<file path="config.mk">
export PLATFORM = sky130hd
export DESIGN_NAME = ext_irq_cond
export DESIGN_NICKNAME = d
export VERILOG_FILES = /design/src/rtl/vic_pkg.sv /design/src/rtl/irq_line_filter.sv /design/src/rtl/ext_irq_cond.sv
export SDC_FILE = /design/constraint.sdc
export NUM_CORES = 1
export LEC_CHECK = 0
export CORE_MARGIN = 10
export CORE_UTILIZATION = 56
export CTS_BUF_LIST = sky130_fd_sc_hd__clkbuf_4
export CTS_CLUSTER_DIAMETER = 30
export DETAILED_ROUTE_END_ITERATION = 10
export MAX_ROUTING_LAYER = met4
export PLACE_DENSITY = 0.77
export SLEW_MARGIN = 10
export SYNTH_ARGS = -nofsm -noshare
export SYNTH_HDL_FRONTEND = slang
export SYNTH_SLANG_ARGS = --single-unit
export TNS_END_PERCENT = 100
</file>
<file path="constraint.sdc">
create_clock -name clk -period 1.9 [get_ports clk]
set_clock_uncertainty 0.2 [all_clocks]
set_input_delay 0.57 -clock clk [delete_from_list [all_inputs] [get_ports clk]]
set_output_delay 0.57 -clock clk [all_outputs]
set_load 0.02 [all_outputs]
</file>
<file path="src/rtl/vic_pkg.sv">
// ---------------------------------------------------------------------------
// vic_pkg -- constants and types shared by the Vic interrupt controller and
// the external interrupt conditioner (ext_irq_cond).
//   NUM_EXT          number of external interrupt lines
//   CFG_AW / CFG_DW  configuration address / data widths
//   CFG_ADDR_THRESH  configuration address of the filter threshold register
//   THRESH_RST_DEF   reset value of the filter threshold
// ---------------------------------------------------------------------------
package vic_pkg;

    localparam int NUM_EXT         = 31;
    localparam int CFG_AW          = 5;
    localparam int CFG_DW          = 4;
    localparam int CFG_ADDR_THRESH = 31;

    localparam logic [CFG_DW-1:0] THRESH_RST_DEF = 4'd2;

    typedef logic [CFG_AW-1:0] cfg_addr_t;
    typedef logic [CFG_DW-1:0] cfg_data_t;

endpackage

</file>
<file path="src/rtl/irq_line_filter.sv">
// ---------------------------------------------------------------------------
// irq_line_filter -- two-flop synchronizer plus glitch filter for one line.
// Build option: IRQ_FILTER_EN enables the mismatch counter; without it the
// stable value simply follows the synchronizer output.
//   clk       clock
//   rst       synchronous active-high reset
//   i_raw     asynchronous raw interrupt line
//   i_thresh  number of extra mismatching cycles required before accepting
//   o_stable  filtered stable level
// ---------------------------------------------------------------------------
module irq_line_filter
    import vic_pkg::*;
(
    input  logic      clk,
    input  logic      rst,
    input  logic      i_raw,
    input  cfg_data_t i_thresh,
    output logic      o_stable
);

    logic r_sync1;
    logic r_sync2;
    logic r_s;

`ifdef IRQ_FILTER_EN
    cfg_data_t r_cnt;

    // A new level is accepted only after it has disagreed with the stable
    // value for threshold+1 consecutive cycles; any agreement restarts it.
    always_ff @(posedge clk) begin
        if (rst) begin
            r_sync1 <= 1'b0;
            r_sync2 <= 1'b0;
            r_s     <= 1'b0;
            r_cnt   <= '0;
        end else begin
            r_sync1 <= i_raw;
            r_sync2 <= r_sync1;
            if (r_sync2 == r_s) begin
                r_cnt <= '0;
            end else if (r_cnt >= i_thresh) begin
                r_s   <= r_sync2;
                r_cnt <= '0;
            end else begin
                r_cnt <= r_cnt + 4'd1;
            end
        end
    end
`else
    // Threshold is accepted but has no effect in the unfiltered build.
    logic w_unused_thresh;
    assign w_unused_thresh = ^i_thresh;

    always_ff @(posedge clk) begin
        if (rst) begin
            r_sync1 <= 1'b0;
            r_sync2 <= 1'b0;
            r_s     <= 1'b0;
        end else begin
            r_sync1 <= i_raw;
            r_sync2 <= r_sync1;
            r_s     <= r_sync2;
        end
    end
`endif

    assign o_stable = r_s;

endmodule

</file>
<file path="src/rtl/ext_irq_cond.sv">
// ---------------------------------------------------------------------------
// ext_irq_cond -- conditions the raw external interrupt lines for Vic:
// synchronizes and filters each line, masks it with a per-line enable and
// pulses o_change when the conditioned vector changes.
// Build option: IRQ_FILTER_EN (counter filter in irq_line_filter).
//   clk         clock
//   rst         synchronous active-high reset
//   i_irq_raw   raw asynchronous interrupt lines
//   i_cfg_we    configuration write strobe
//   i_cfg_addr  0..NUM_EXT-1 enable bit, 31 threshold
//   i_cfg_data  configuration write data
//   o_ext       conditioned lines (stable AND enable)
//   o_change    one-cycle pulse, one cycle after any o_ext change
// ---------------------------------------------------------------------------
module ext_irq_cond
    import vic_pkg::*;
#(
    parameter int        NUM_EXT    = vic_pkg::NUM_EXT,
    parameter cfg_data_t THRESH_RST = THRESH_RST_DEF
) (
    input  logic               clk,
    input  logic               rst,
    input  logic [NUM_EXT-1:0] i_irq_raw,
    input  logic               i_cfg_we,
    input  cfg_addr_t          i_cfg_addr,
    input  cfg_data_t          i_cfg_data,
    output logic [NUM_EXT-1:0] o_ext,
    output logic               o_change
);

    logic [NUM_EXT-1:0] r_enable;
    cfg_data_t          r_thresh;
    logic [NUM_EXT-1:0] r_ext_q;
    logic               r_change;
    logic [NUM_EXT-1:0] w_stable;
    logic [NUM_EXT-1:0] w_ext;

    for (genvar g = 0; g < NUM_EXT; g++) begin : g_line
        irq_line_filter u_filter (
            .clk      (clk),
            .rst      (rst),
            .i_raw    (i_irq_raw[g]),
            .i_thresh (r_thresh),
            .o_stable (w_stable[g])
        );
    end

    // Masked lines keep filtering, so re-enabling shows the current level.
    assign w_ext = w_stable & r_enable;
    assign o_ext = w_ext;

    always_ff @(posedge clk) begin
        if (rst) begin
            r_enable <= '1;
            r_thresh <= THRESH_RST;
        end else if (i_cfg_we) begin
            if (int'(i_cfg_addr) < NUM_EXT) begin
                r_enable[i_cfg_addr] <= i_cfg_data[0];
            end else if (i_cfg_addr == cfg_addr_t'(CFG_ADDR_THRESH)) begin
                r_thresh <= i_cfg_data;
            end
        end
    end

    // r_ext_q holds last cycle's o_ext; any difference, on one line or many,
    // yields a single registered pulse.
    always_ff @(posedge clk) begin
        if (rst) begin
            r_ext_q  <= '0;
            r_change <= 1'b0;
        end else begin
            r_ext_q  <= w_ext;
            r_change <= |(w_ext ^ r_ext_q);
        end
    end

    assign o_change = r_change;

endmodule
</file>
==> summary.txt <==
Routing
  – DR pass1 iterations: 4
  – Number of remaining DRC errors: 0
  – DR iter-0 viols: 224
  – Routed wire length per instance: 15.37 um
  – Post-DR vias/cell: 5.098
  – Total wire length: 12.50 mm
  – Via Count: 4145
  – Antenna-violating nets left: 0

Clocking
  – Clock sink total: 156
  – Number of hold buffers added after CTS: 0
  – CTS tree: done
  – H-tree levels: 4
  – TritonCTS buffer count: 17
  – Clk buf depth: 2
  – Clk_lat worst skew: 0.55 ns
  – Root buf cell: clkbuf_4
  – Worst-path clk slew: 0.13 ns

Global route
  – Antenna violations before repair: 0
  – Number of global-route vias before repair: 4131
  – Grt ovf: 0
  – Largest net degree at the start of global routing: 46
  – Global-route wire length before repair: 20.10 mm
  – Global Route Usage Sum: 0.1808

Placed design
  – HPWL after DPL: 8.064 mm
  – Global placement routability congestion: 0.8209
  – Setup WS pre-CTS: -0.4845 ns
  – I/O Buffers: 71
  – Placed Cells incl. Taps: 744

Cells and area
  – Filler Cell Count: 618
  – Most frequent cells in the layout: nor2b_1 (123), dfxtp_1 (98), buf_4 (77)
  – Non-filler cells, final: 813
  – Finished Core Util: 0.7819
  – Most common cell after layout, fill and taps aside: nor2b_1
  – Antenna cells: 0
  – Layout cells sized above 1: 0.3509
  – Area growth syn-to-layout: 35.31%
  – Final #Nets: 716

Timing
  – Fmax: 511.9 MHz
  – Relative slew slack: 0.7422
  – Measured slew at the worst slew-check pin: 0.3832 ns
  – Setup ws final: -0.05344 ns
  – RSZ-0062 raised after global routing: true
  – Fin crit period: 1.953 ns
  – Fin. Hold Viols: 0
  – # setup viols final: 30
  – WHS: 0.2074 ns
  – Pins Over Slew Limit: 0
  – Tcrit/Tclk final: 1.028

Worst setup path
  – Critical Path RT: 1.13 ns
  – CP Cell Sequence: and2_4, buf_6
  – Top delay family on crit path: flip-flops
  – CP bufs+invs: 1
  – Critical path endpoint category: output pin
  – Slowest stage delay, CP: 0.36 ns
  – Worst setup SP type: flip-flop
  – Critical path class: flip-flop to output pin
  – Crit path DAT: 1.18 ns
  – Slowest-stage cell, CP: dfxtp_2
  – CP max FO: 3

Synthesis
  – Synth top area share: 0.5794
  – Syn Nets: 568
  – Avg Cell Area, Syn: 10.27 um^2
  – Syn Inst Count: 525
  – Synth area leaders: dfxtp_1 (58%), nor2b_1 (14%), and3_1 (3.6%), and2_1 (3.5%), a311o_1 (3.0%)
  – Distinct cells, synth: 24
  – Synth Cell Area: 5390 um^2
  – Sequential area share after synthesis: 0.5794
  – Synth Register Bits: 156
  – Ys Warns: 0
  – Post-synth top area cell: dfxtp_1

Floorplan
  – DIE WIDTH: 118.1 um
  – Num ports: 75
  – Die height: 118.1 um
  – Core Region: 9328 um^2
  – Initial Utilization: 0.5779
  – Full die area: 13950 um^2
  – Row count: 35

Pwr
  – Peak supply drop: 0.6006 mV
  – Leakage power: 0.003007 uW
  – Cell Pwr Density: 803.0 nW/um^2

Status
  – Outcome: complete, but fails checks
  – Failing checks: setup timing

Job
  – Max Cap Viol: 0

Hold path
  – Type of the tightest min-delay check: input pin to flip-flop
-- sequential cells by signal, indices dropped and copies added (netlist names) --
name	count
g_line.u_filter.o_stable	31
g_line.u_filter.r_sync1	31
g_line.u_filter.r_sync2	31
o_change	1
r_enable	31
r_ext_q	31
-- power breakdown --
group          internal, uW  leakage [uW]  switching (uW)
sequential             3370       0.00127            34.0
clock                   792      0.000137            1120
combinational           297       0.00160             239
total                  4460       0.00301            1390
-- cells in the mapped netlist --
| master | count |
|---|---|
| a21boi_0 | 4 |
| a21boi_1 | 12 |
| a21oi_1 | 30 |
| a311o_1 | 16 |
| a41oi_1 | 1 |
| and2_1 | 30 |
| and3_1 | 31 |
| and3b_1 | 1 |
| clkbuf_1 | 23 |
| dfxtp_1 | 156 |
| inv_1 | 1 |
| nand2_1 | 17 |
| nand3_1 | 2 |
| nand3b_1 | 20 |
| nor2_1 | 17 |
| nor2b_1 | 123 |
| nor3_2 | 1 |
| nor3b_2 | 1 |
| nor3b_4 | 3 |
| nor4_1 | 4 |
| o21ai_0 | 15 |
| o22ai_1 | 15 |
| or3b_2 | 1 |
| xnor2_1 | 1 |
-- stage by stage --
step	power [uW]	instance area [um^2]	setup TNS, ns
finish	5857	7293	-1.007
global route	6107	7293	-2.864
CTS	5892	7226	-1.856
detailed placement	3962	6551	-11.63
global placement	3946	6551	-10.12
floorplan	3705	5390	0
-- worst register-to-register path: cells and delay by family (launching register included) --
family,cells,cell delay (ns)
compound gates,3,0.32
simple gates,1,0.31
buf+inv,3,0.44
flops,1,0.34
-- path summary, 6_finish.rpt --
kind,from,to,slack [ns],cells after the start
worst max-delay path,r_enable[11]$_SDFFE_PP1P_,o_ext[11],-0.05,2
worst min-delay path,rst,g_line[27].u_filter.r_sync2$_SDFF_PP0_,0.21,2
worst max register to register,g_line[3].u_filter.o_stable$_SDFF_PP0_,o_change$_SDFF_PP0_,0.15,7
worst min register to register,g_line[1].u_filter.r_sync2$_SDFF_PP0_,g_line[1].u_filter.o_stable$_SDFF_PP0_,0.24,1
-- what timing repair did --
item / in CTS / in global routing
resized for setup: 274 / 6
pin swaps: 15 / 10
buffers inserted: 31 / 8
endpoints found under the setup margin: 32 / 31
gates cloned: 0 / 0
-- layer usage --
| layer | part of all wire | vias to the layer above | global-route usage | wire [um] |
|---|---|---|---|---|
| met4 | 0.027 | 0 | 0.07419 | 333 |
| met3 | 0.046 | 24 | 0.05036 | 574 |
| met5 | 0 | - | - | 0 |
| met2 | 0.51 | 91 | 0.3025 | 6392 |
| li1 | - | 2086 | - | - |
| met1 | 0.42 | 1944 | 0.1982 | 5194 |
-- cell families (layout without fill, tap and decap cells) --
kind of cell / after synthesis / count (layout) / synth area share
simple gates: 251 / 251 / 0.2895
flops: 156 / 156 / 0.5794
compound gates: 93 / 93 / 0.1128
buf+inv: 24 / 183 / 0.01671
xor+xnor: 1 / 1 / 0.001625
-- final cells by class --
cell class,instances,area (um^2),share of cell area
timing repair buffer,152,1413,0.1937
sequential,156,3196,0.4382
clock inverter,11,122.6,0.01681
inverter,1,3.754,0.0005147
clock buffer,19,142.6,0.01956
tap,129,161.4,0.02213
multi-input combinational,345,2255,0.3091
(Power assumes the default switching activity.)
